===== config.mk =====
export PLATFORM = sky130hd
export DESIGN_NAME = shared_buf_fifo_ctrl
export DESIGN_NICKNAME = d
export VERILOG_FILES = /design/src/rtl/shared_buf_fifo_ctrl_pkg.sv /design/src/rtl/shared_buf_fifo_ctrl_ptr_cnt.sv /design/src/rtl/shared_buf_fifo_ctrl.sv
export SDC_FILE = /design/constraint.sdc
export NUM_CORES = 1
export LEC_CHECK = 0
export ABC_CLOCK_PERIOD_IN_PS = 5700
export BUFFER_PORTS_ARGS = -buffer_cell sky130_fd_sc_hd__buf_4
export CAP_MARGIN = 30
export CORE_ASPECT_RATIO = 1.5
export CORE_MARGIN = 5
export CORE_UTILIZATION = 30
export DETAILED_ROUTE_END_ITERATION = 10
export REMOVE_ABC_BUFFERS = 1
export SLEW_MARGIN = 20
export SYNTH_ARGS = -nofsm -noshare
export SYNTH_HDL_FRONTEND = slang
export SYNTH_SLANG_ARGS = --single-unit

===== constraint.sdc =====
create_clock -name clk -period 5.7 [get_ports clk]
set_input_delay 0.285 -clock clk [delete_from_list [all_inputs] [get_ports clk]]
set_output_delay 0.285 -clock clk [all_outputs]
set_load 0.02 [all_outputs]

===== src/rtl/shared_buf_fifo_ctrl_pkg.sv =====
//==============================================================================
// Package  : sb_pkg
// Contents : Shared-buffer FIFO controller defaults, depth helper and the
//            first-word-fall-through state encoding.
// Revision : 1.0  initial release
//==============================================================================
`default_nettype none

package sb_pkg;

   localparam int c_ADDR_WIDTH_DEF = 4;

   function automatic int sb_depth(input int aw);
      return 1 << aw;
   endfunction

   typedef enum logic [1:0] {
      FWFT_EMPTY    = 2'd0,
      FWFT_PREFETCH = 2'd1,
      FWFT_VALID    = 2'd2
   } fwft_state_t;

endpackage

`default_nettype wire


===== src/rtl/shared_buf_fifo_ctrl_ptr_cnt.sv =====
//==============================================================================
// Module   : sb_ptr_cnt
// Purpose  : Wrapping RAM address pointer with synchronous reset and
//            increment enable.
// Revision : 1.0  initial release
//==============================================================================
`default_nettype none

module sb_ptr_cnt #(
   parameter int WIDTH = 4
) (
   input  logic             clk,
   input  logic             rst,
   input  logic             i_inc,
   output logic [WIDTH-1:0] o_ptr
);

   localparam logic [WIDTH-1:0] c_one = {{(WIDTH-1){1'b0}}, 1'b1};

   logic [WIDTH-1:0] r_ptr;

   always_ff @(posedge clk) begin
      if (rst) begin
         r_ptr <= '0;
      end else if (i_inc) begin
         r_ptr <= r_ptr + c_one;
      end
   end

   assign o_ptr = r_ptr;

endmodule

`default_nettype wire


===== src/rtl/shared_buf_fifo_ctrl.sv =====
//==============================================================================
// Module   : shared_buf_fifo_ctrl
// Purpose  : Pointer/flag controller for one dual-port FIFO RAM with a
//            registered, read-enable-gated read port. Define SB_FIFO_FWFT_EN
//            for first-word-fall-through behaviour.
// Revision : 1.0  initial release
//==============================================================================
`default_nettype none

module shared_buf_fifo_ctrl
   import sb_pkg::*;
#(
   parameter int ADDR_WIDTH = c_ADDR_WIDTH_DEF,
   parameter int AFULL_TH   = sb_depth(ADDR_WIDTH) - 2,
   parameter int AEMPTY_TH  = 2
) (
   input  logic                  clk,
   input  logic                  rst,
   input  logic                  wr_req,
   input  logic                  rd_req,
   output logic [ADDR_WIDTH-1:0] ram_wr_ptr,
   output logic                  ram_wr_en,
   output logic [ADDR_WIDTH-1:0] ram_rd_ptr,
   output logic                  ram_rd_en,
   output logic                  rd_valid,
   output logic                  full,
   output logic                  empty,
   output logic                  almost_full,
   output logic                  almost_empty,
   output logic [ADDR_WIDTH:0]   count,
   output logic                  wr_ovf,
   output logic                  rd_unf
);

   localparam int                c_depth_i   = sb_depth(ADDR_WIDTH);
   localparam logic [ADDR_WIDTH:0] c_depth   = c_depth_i[ADDR_WIDTH:0];
   localparam logic [ADDR_WIDTH:0] c_afull   = AFULL_TH[ADDR_WIDTH:0];
   localparam logic [ADDR_WIDTH:0] c_aempty  = AEMPTY_TH[ADDR_WIDTH:0];
   localparam logic [ADDR_WIDTH:0] c_cnt_one = {{ADDR_WIDTH{1'b0}}, 1'b1};

   logic [ADDR_WIDTH:0] r_count;
   logic [ADDR_WIDTH:0] w_count_nxt;
   logic                r_full;
   logic                r_empty;
   logic                r_afull;
   logic                r_aempty;
   logic                r_wr_ovf;
   logic                r_rd_unf;
   logic                w_wr_acc;
   logic                w_rd_fetch;
   logic                w_rd_pop;
   logic                w_rd_unf;

   // Full is the registered flag, so a same-cycle read never frees room for a write.
   assign w_wr_acc = wr_req & ~r_full;

`ifdef SB_FIFO_FWFT_EN
   fwft_state_t r_state;
   fwft_state_t w_state_nxt;

   // The head word counts as stored, so more than one word means an unfetched one exists.
   assign w_rd_pop   = rd_req & (r_state == FWFT_VALID);
   assign w_rd_fetch = (r_state == FWFT_PREFETCH) | (w_rd_pop & (r_count > c_cnt_one));
   assign w_rd_unf   = rd_req & (r_state != FWFT_VALID);
   assign rd_valid   = (r_state == FWFT_VALID);

   always_ff @(posedge clk) begin
      if (rst) begin
         r_state <= FWFT_EMPTY;
      end else begin
         r_state <= w_state_nxt;
      end
   end

   always_comb begin
      w_state_nxt = r_state;
      case (r_state)
         FWFT_EMPTY: begin
            if (w_count_nxt != '0) begin
               w_state_nxt = FWFT_PREFETCH;
            end
         end
         FWFT_PREFETCH: begin
            w_state_nxt = FWFT_VALID;
         end
         FWFT_VALID: begin
            if (w_rd_pop && !w_rd_fetch) begin
               w_state_nxt = FWFT_EMPTY;
            end
         end
         default: begin
            w_state_nxt = FWFT_EMPTY;
         end
      endcase
   end
`else
   logic r_rd_valid;

   // Empty excludes this cycle's write, so a word is never read in the cycle it lands.
   assign w_rd_fetch = rd_req & ~r_empty;
   assign w_rd_pop   = w_rd_fetch;
   assign w_rd_unf   = rd_req & r_empty;
   assign rd_valid   = r_rd_valid;

   always_ff @(posedge clk) begin
      if (rst) begin
         r_rd_valid <= 1'b0;
      end else begin
         r_rd_valid <= w_rd_fetch;
      end
   end
`endif

   always_comb begin
      w_count_nxt = r_count;
      case ({w_wr_acc, w_rd_pop})
         2'b10:   w_count_nxt = r_count + c_cnt_one;
         2'b01:   w_count_nxt = r_count - c_cnt_one;
         default: w_count_nxt = r_count;
      endcase
   end

   always_ff @(posedge clk) begin
      if (rst) begin
         r_count  <= '0;
         r_full   <= 1'b0;
         r_empty  <= 1'b1;
         r_afull  <= 1'b0;
         r_aempty <= 1'b1;
         r_wr_ovf <= 1'b0;
         r_rd_unf <= 1'b0;
      end else begin
         r_count  <= w_count_nxt;
         r_full   <= (w_count_nxt == c_depth);
         r_empty  <= (w_count_nxt == '0);
         r_afull  <= (w_count_nxt >= c_afull);
         r_aempty <= (w_count_nxt <= c_aempty);
         r_wr_ovf <= wr_req & r_full;
         r_rd_unf <= w_rd_unf;
      end
   end

   sb_ptr_cnt #(.WIDTH(ADDR_WIDTH)) u_wr_ptr (
      .clk   (clk),
      .rst   (rst),
      .i_inc (w_wr_acc),
      .o_ptr (ram_wr_ptr)
   );

   sb_ptr_cnt #(.WIDTH(ADDR_WIDTH)) u_rd_ptr (
      .clk   (clk),
      .rst   (rst),
      .i_inc (w_rd_fetch),
      .o_ptr (ram_rd_ptr)
   );

   assign ram_wr_en    = w_wr_acc;
   assign ram_rd_en    = w_rd_fetch;
   assign full         = r_full;
   assign empty        = r_empty;
   assign almost_full  = r_afull;
   assign almost_empty = r_aempty;
   assign count        = r_count;
   assign wr_ovf       = r_wr_ovf;
   assign rd_unf       = r_rd_unf;

endmodule

`default_nettype wire


Word-level counts from Yosys, hierarchy flattened:

Index checks and enable logic that the tools add are counted.

* output and inout port bits: 22
* flip-flop bits (word level): 20
* input bits: 4

* $lt $le $gt $ge: 2
* bitwise gates (word level): 6
* $add $sub $neg: 4
* reductions and logical operators: 1
* equality and inequality tests: 3
* muxes and demuxes: 1

Operator list (count)
* $pmux W5 S2: 1
* $add A4 B1 Y4 const B: 2
* $add A5 B1 Y5 const B: 1
* $eq A5 B5 Y1 const B: 1
* $ge A5 B4 Y1 const B: 1
* $le A5 B2 Y1 const B: 1
* $logic_not A5 Y1: 1
* $sub A5 B1 Y5 const B: 1
* $and A1 B1 Y1: 4
* $eq A2 B1 Y1 const B: 1
* $eq A2 B2 Y1 const B: 1
* $not A1 Y1: 2

Depth between registers and ports, before layout:

Gate-level depths: netlist of run 1.

* depth after elaboration: 5
* depth in mapped cells: 11
* gate-level depth less buffers: 10

By module:

Synthesis of run 1 repeated with hierarchy kept, for this count alone.

* cells, all modules: 107
* area, all modules: 1074.8 sq um

By module, submodules not included
* shared_buf_fifo_ctrl: sequential area each 240.2 sq um, instances 1, cells an instance 75, area each 716.9 sq um
* sb_ptr_cnt: sequential area each 80.1 sq um, instances 2, cells an instance 16, area each 178.9 sq um

Least setup slack after synthesis of run 1:

Ideal clock, no wire load.

* path type: flip-flop to flip-flop
* from: register r_empty (netlist: empty)
* to: register r_afull (netlist: almost_full)
* required time: 5.561 ns
* setup slack: 3.388 ns
* stages on the path, launching flop included: 12
* clock period less this slack: 2.312 ns
* library setup time: 0.139 ns
* arrival time: 2.173 ns
* cells stage by stage: dfxtp_1 -> nand2b_4 -> buf_6 -> inv_8 -> nand2_4 -> xnor2_1 -> ha_1 -> nor3b_1 -> a31oi_1 -> a221oi_2 -> xnor2_1 -> o32ai_1

* word-level cells in the longest chain between the ends: 5

Ends and longest elaborated chain
* from (decl): line shared_buf_fifo_ctrl.sv:44 `logic r_empty;`
* from (signal assigned): line shared_buf_fifo_ctrl.sv:135 `r_empty <= (w_count_nxt == '0);`
* $not A1 Y1 *: line shared_buf_fifo_ctrl.sv:100 `assign w_rd_fetch = rd_req & ~r_empty;`
* $and A1 B1 Y1 *: line shared_buf_fifo_ctrl.sv:100
* net ram_rd_en: line shared_buf_fifo_ctrl.sv:24 `output logic ram_rd_en,`
* $eq A2 B1 Y1 / $eq A2 B2 Y1 (equally long branches): line shared_buf_fifo_ctrl.sv:116 `case ({w_wr_acc, w_rd_pop})`
* $pmux W5 S2 *: line shared_buf_fifo_ctrl.sv:116
* $ge A5 B4 Y1 *: line shared_buf_fifo_ctrl.sv:136 `r_afull <= (w_count_nxt >= c_afull);`
* to (signal assigned): line shared_buf_fifo_ctrl.sv:136
* to (decl): line shared_buf_fifo_ctrl.sv:45 `logic r_afull;`

Mark *: on every way through the listed nets, which the timed path passes. The rest lies on a longest branch.
A chain may end at the register's enable or synchronous reset.

Worst setup path in the final report of run 1:

* from: register r_empty (netlist: empty)
* to: register r_afull (netlist: almost_full)

* word-level cells in the longest chain between the ends: 5

Ends and longest elaborated chain (line)
* $not A1 Y1 *: shared_buf_fifo_ctrl.sv:100
* $and A1 B1 Y1 *: shared_buf_fifo_ctrl.sv:100
* $eq A2 B1 Y1 / $eq A2 B2 Y1 (equally long branches): shared_buf_fifo_ctrl.sv:116
* $pmux W5 S2 *: shared_buf_fifo_ctrl.sv:116
* $ge A5 B4 Y1 *: shared_buf_fifo_ctrl.sv:136

Mark *: on every way between the ends. The rest lies on a longest branch, timed or not.

==> results of run 1 <==
==> stage by stage <==
step / utilization / hold slack, ns / power [mW]
3_3_place_gp: 0.368 / 0.441 / 0.486
5_1_grt: 0.389 / 0.268 / 0.672
2_1_floorplan: - / 0.354 / 0.403
3_5_place_dp: 0.368 / 0.442 / 0.491
4_1_cts: 0.389 / 0.260 / 0.635
6_report: 0.389 / 0.267 / 0.626
==> where the power goes <==
part	total (mW)	switching, mW	internal [mW]
Sequential	0.207	0.0390	0.168
Clock	0.140	0.0465	0.0937
Combinational	0.279	0.155	0.125
Total	0.626	0.240	0.386
==> sequential cells by signal, indices dropped and copies added (netlist names) <==
name            count
count               5
u_rd_ptr.o_ptr      4
u_wr_ptr.o_ptr      4
almost_empty        1
almost_full         1
empty               1
full                1
rd_unf              1
rd_valid            1
wr_ovf              1
==> worst min-delay path: cells and delay by family <==
kind,cells,cell delay (ns)
buffers and inverters,1,0.12
AND/OR/NAND/NOR,2,0.08
==> synth_stat cells, types with 3 or more instances <==
master	n	share of area
dfxtp_1	20	0.38
nor2_1	15	0.054
nand2_1	10	0.036
a21oi_1	6	0.029
inv_1	5	0.018
xnor2_1	5	0.042
xor2_1	5	0.042
ha_1	4	0.048
buf_6	3	0.032
clkbuf_1	3	0.011
nor3_1	3	0.014
==> metal layers <==
metal | GRT usage | share of wire | wire [um] | vias to the layer above
met3 | 0.0327 | 0.078 | 170 | 2
met4 | 0.0278 | 0.0037 | 8 | 0
met1 | 0.111 | 0.40 | 863 | 394
li1 | - | - | - | 414
met5 | 0 | 0 | 0 | -
met2 | 0.168 | 0.52 | 1140 | 26
==> logic make-up (layout without fill, tap and decap cells) <==
kind of cell | after synthesis | count (layout) | synth area share
buf+inv | 13 | 36 | 0.0750
fa+ha+maj | 4 | 4 | 0.0476
xor+xnor | 12 | 12 | 0.120
simple gates | 38 | 38 | 0.205
compound gates | 20 | 20 | 0.162
flops | 20 | 20 | 0.381
mux | 1 | 1 | 0.00952
==> area by class of cell <==
| class | instances | area, um^2 |
|---|---|---|
| Clock buffer | 3 | 41.3 |
| Clock inverter | 1 | 30.0 |
| Fill cell | 365 | 2070 |
| Inverter | 7 | 33.8 |
| Multi-Input combinational cell | 75 | 572 |
| Sequential cell | 20 | 400 |
| Tap cell | 42 | 52.6 |
| Timing Repair Buffer | 25 | 188 |
==> worst max-delay path by stage <==
| stage | from | endpoint | slack [ns] | cells after the start |
|---|---|---|---|---|
| final | empty | almost_full | 3.37 | 10 |
| after global routing | empty | almost_full | 3.17 | 10 |
| after CTS | empty | almost_full | 3.36 | 10 |
| after detailed placement | empty | almost_full | 3.39 | 10 |
| after global placement | rd_req | full | 3.43 | 11 |
| after floorplan | empty | almost_full | 3.43 | 10 |
==> results.md, run 1 <==
- CP Cell Sequence: nand2b_4 -> inv_8 -> nand2_4 -> xnor2_1 -> ha_1 -> a21oi_1 -> a21boi_0 -> nor3_1 -> xnor2_1 -> o32ai_1
- Peak Freq: 429 MHz
- Worst path max stage delay: 0.38 ns
- R2r endpoint: almost_full
- Worst Path Required: 5.86 ns
- CTS tree: built
- Final setup viols: 0
- Ant diodes: 0
- Cts hold-fix bufs: 0
- Die area: 4810 um^2
- Max H-tree Level: 1
- Synth warn: 0
- Most frequent cells in the layout: buf_4, dfxtp_1, nor2_1
- Delay-heaviest family, CP: compound AO/OA/AOI/OAI gates
- CP max-delay cell: a21boi_0
- P_leak: 0.582 nW
- Post-synthesis async set-or-reset flop share: 0
- Gpl congestion: 0.805
- Wire length of the first global-routing pass: 3.63 mm
- Post-synth EDFFs: 0
- TritonRoute pass-1 iters: 4
- WL per Instance: 12.6 um
- Initial antenna violation count: 0
- Die width: 58.3 um
- Final Hold Viols: 0
- Setup TNS: 0 ns
- Worst-Margin Slew: 0.455 ns
- MaxCap Viol Count: 0
- Vias per inst: 4.83
- Outcome: complete, no violations
- Clock slew at reported path FFs: 0.08 ns
- Fin area: 1320 um^2
- Worst Setup Start Kind: register
- DR vias: 836
- Cts repair resizes: 0
- Hold endpoint: rd_unf
- 1st-iter DRT viols: 13
- Syn Std Cell Area: 1050 um^2
- Post-Synthesis Cells: 108
- Peak supply drop: 268 uV
- Layout Nets: 140
- Pre-CTS setup slack: 3.39 ns
- Fin crit share: 0.409
- Min cycle time layout: 2.33 ns
- Unrepaired setup endpoints after global routing: no
- Distinct cell type count after synthesis: 37
- Worst Setup Path Type: register to register
- Number of port buffers: 25
- Final non-filler cell total: 173
- Area growth syn-to-layout: 25.4%
- Yosys reg bits: 20
- Clock root buffer: clkbuf_8
- Placed cells: 169
- Layout cells sized above 1: 0.321
- Top_reg_cell synth: dfxtp_1
- Worst relative slew slack: 0.696
- Sequential fraction of the synthesis area: 0.381
- Vias in the first global route: 802
- Detailed-route DRC error count: 0
- Worst hold path depth: 3
- Slew Viols, Final: 0
- Crit-path max FO: 8
- Worst r2r path cells: 10
- Rows: 26
- Min-delay worst type: input port to register
- R2R Setup Slk: 3.37 ns
- Gr usage total: 0.0965
- Setup bufs post-CTS: 0
- Clock sinks: 20
- Final ANT Viol Nets: 0
- Post-Route WL: 2.18 mm
- Inserted Clock Buffers: 3
- Arrival time worst endpoint: 2.50 ns
- Pin count of the biggest net entering global routing: 21
- Ports: 26
- Die Ht: 82.5 um
- PnR worst setup slack: 3.37 ns
- Clk buf depth: 2
- Clock Latency Late Sink: 0.26 ns
- Congestion Overflow GR: 0
- Most common cell after layout, fill and taps aside: buf_4
- Dpl cell area: 1250 um^2
- Initial core utilization: 0.311
- Most frequent CP cell: xnor2_1
- Placeable core area: 3380 um^2
- Worst clock skew: 0.00376 ns
- Power Dens Cells: 475 nW/um^2
- Reg2reg start: empty
- Hold path start: rd_req
- Mean Syn Cell Area: 9.73 um^2
- Buffer and inverter count on the worst path: 1
- Final HPWL DP: 1.67 mm
- Worst Setup End Kind: register
Power figures use the tool's default switching activity.
==> run 2: changes to the inputs <==
Settings changed: ABC_CLOCK_PERIOD_IN_PS 5700 to 2260.
Clock period 5.7 ns to 2.26 ns, I/O delays scaled along.
==> results.md, run 2 (same netlist as run 1, synthesis figures left out) <==
- Initial core utilization: 0.311
- Inserted Clock Buffers: 3
- Max H-tree Level: 1
- Slew Viols, Final: 0
- P_leak: 0.627 nW
- Hold endpoint: wr_ovf
- DR vias: 861
- Worst relative slew slack: 0.700
- Ant diodes: 0
- Placeable core area: 3380 um^2
- Final ANT Viol Nets: 0
- Worst path depth: 11
- Fin crit share: 0.972
- Gpl congestion: 0.772
- Unrepaired setup endpoints after global routing: yes
- Number of port buffers: 25
- Worst hold path depth: 3
- Post-Route WL: 2.39 mm
- Detailed-route DRC error count: 0
- Most common cell after layout, fill and taps aside: buf_4
- Arrival time worst endpoint: 2.37 ns
- Max FFs per register: 5
- Most frequent CP cell: xnor2_2
- Worst clock skew: 0.00265 ns
- Worst Setup Start Kind: register
- Clock sinks: 20
- Min cycle time layout: 2.20 ns
- Cts hold-fix bufs: 0
- Pin count of the biggest net entering global routing: 21
- Layout Nets: 149
- CTS tree: built
- Clk buf depth: 2
- Vias in the first global route: 846
- Setup TNS: 0 ns
- Ports: 26
- Worst-Margin Slew: 0.449 ns
- Placed cells: 173
- CP Cell Sequence: nand2b_4 -> inv_8 -> nand2_8 -> xnor2_2 -> ha_2 -> buf_6 -> nor4b_4 -> a31oi_1 -> a221oi_2 -> xnor2_2 -> nor4bb_1
- Buffer and inverter count on the worst path: 2
- Peak Freq: 455 MHz
- GR Util met1: 0.112
- Die Ht: 82.5 um
- Hold path start: wr_req
- Final Hold Viols: 0
- Clock root buffer: clkbuf_8
- Pre-CTS setup slack: 0.0106 ns
- Worst path max stage delay: 0.33 ns
- Met3 Usage GRT: 0.0327
- Die area: 4810 um^2
- Area growth syn-to-layout: 35.6%
- Worst r2r path cells: 11
- TritonRoute pass-1 iters: 5
- CP max-delay cell: dfxtp_2
- Outcome: complete, no violations
- Reg2reg start: empty
- R2r endpoint: full
- Vias per inst: 4.73
- Power Dens Cells: 1190 nW/um^2
- MaxCap Viol Count: 0
- Die width: 58.3 um
- R2R Setup Slk: 0.06 ns
- Total chip power: 1.70 mW
- Final setup viols: 0
- Clock slew at reported path FFs: 0.08 ns
- Final HPWL DP: 1.75 mm
- Worst Setup Path Type: register to register
- Met2 usage: 0.163
- GR peak layer: met2
- 1st-iter DRT viols: 18
- Initial antenna violation count: 0
- Clock Latency Late Sink: 0.26 ns
- Rows: 26
- Worst Path Required: 2.44 ns
- Gr usage total: 0.100
- Peak supply drop: 576 uV
- WL per Instance: 13.1 um
- Delay-heaviest family, CP: simple AND/OR/NAND/NOR gates
- Crit-path max FO: 5
- Min-delay worst type: input port to register
- Final hold slack: 0.0877 ns
- Wire length of the first global-routing pass: 3.80 mm
- Final non-filler cell total: 182
- Most frequent cells in the layout: buf_4, dfxtp_1, nor2_1
- Worst Setup End Kind: register
- PnR worst setup slack: 0.0644 ns
- Congestion Overflow GR: 0
- Layout cells sized above 1: 0.414
## run 2: cell count changes in the layout (fill, tap and decap cells not counted), moves of 2 or more
| cell | previous run | this run |
|---|---|---|
| ha_2 | 0 | 2 |
| xnor2_1 | 5 | 3 |
| ha_1 | 4 | 2 |
| xnor2_2 | 0 | 2 |
| buf_4 | 25 | 33 |
## run 2: where the power goes
part / switching [mW] / internal [mW]
clock: 0.128 / 0.237
combinational: 0.434 / 0.391
sequential: 0.0839 / 0.425
total: 0.646 / 1.05
## run 2: routing by layer
layer | vias up | wire length [um]
li1 | 435 | -
met1 | 396 | 1020
met2 | 23 | 1140
met3 | 7 | 165
met4 | 0 | 68
met5 | - | 0
## run 2: worst max path at each step
stage / slack (ns) / end / from
6_report: 0.06 / full / empty
5_1_grt: -0.1 / full / empty
4_1_cts: 0.02 / full / empty
3_5_place_dp: 0.01 / full / empty
3_3_place_gp: 0.08 / full / empty
2_1_floorplan: -0.009 / almost_full / empty
## run 2: timing repair
| action | CTS | global route |
|---|---|---|
| pin swaps | 0 | 4 |
| buffers inserted | 0 | 5 |
| setup endpoints to repair | 2 | 6 |
| gates resized for setup | 1 | 8 |
## run 2: worst register-to-register path, stage by stage, from the launching register on
cell and delay (ns):
dfxtp_2 0.33, nand2b_4 0.16, inv_8 0.07, nand2_8 0.05, xnor2_2 0.12, ha_2 0.20, buf_6 0.13, nor4b_4 0.19
a31oi_1 0.08, a221oi_2 0.33, xnor2_2 0.16, nor4bb_1 0.29
## run 2: layout make-up
class	instances	area (um^2)
clock buffer	3	41.3
clock inverter	1	30.0
timing repair buffer	34	259
inverter	7	33.8
fill	340	1960
tap	42	52.6
sequential	20	402
multi-input combinational	75	607
## run 2: per-stage QoR
stage | util | instance area [um^2]
global placement | 0.377 | 1280
finish | 0.421 | 1430
detailed placement | 0.377 | 1280
global route | 0.421 | 1430
floorplan | - | 1010
CTS | 0.399 | 1350
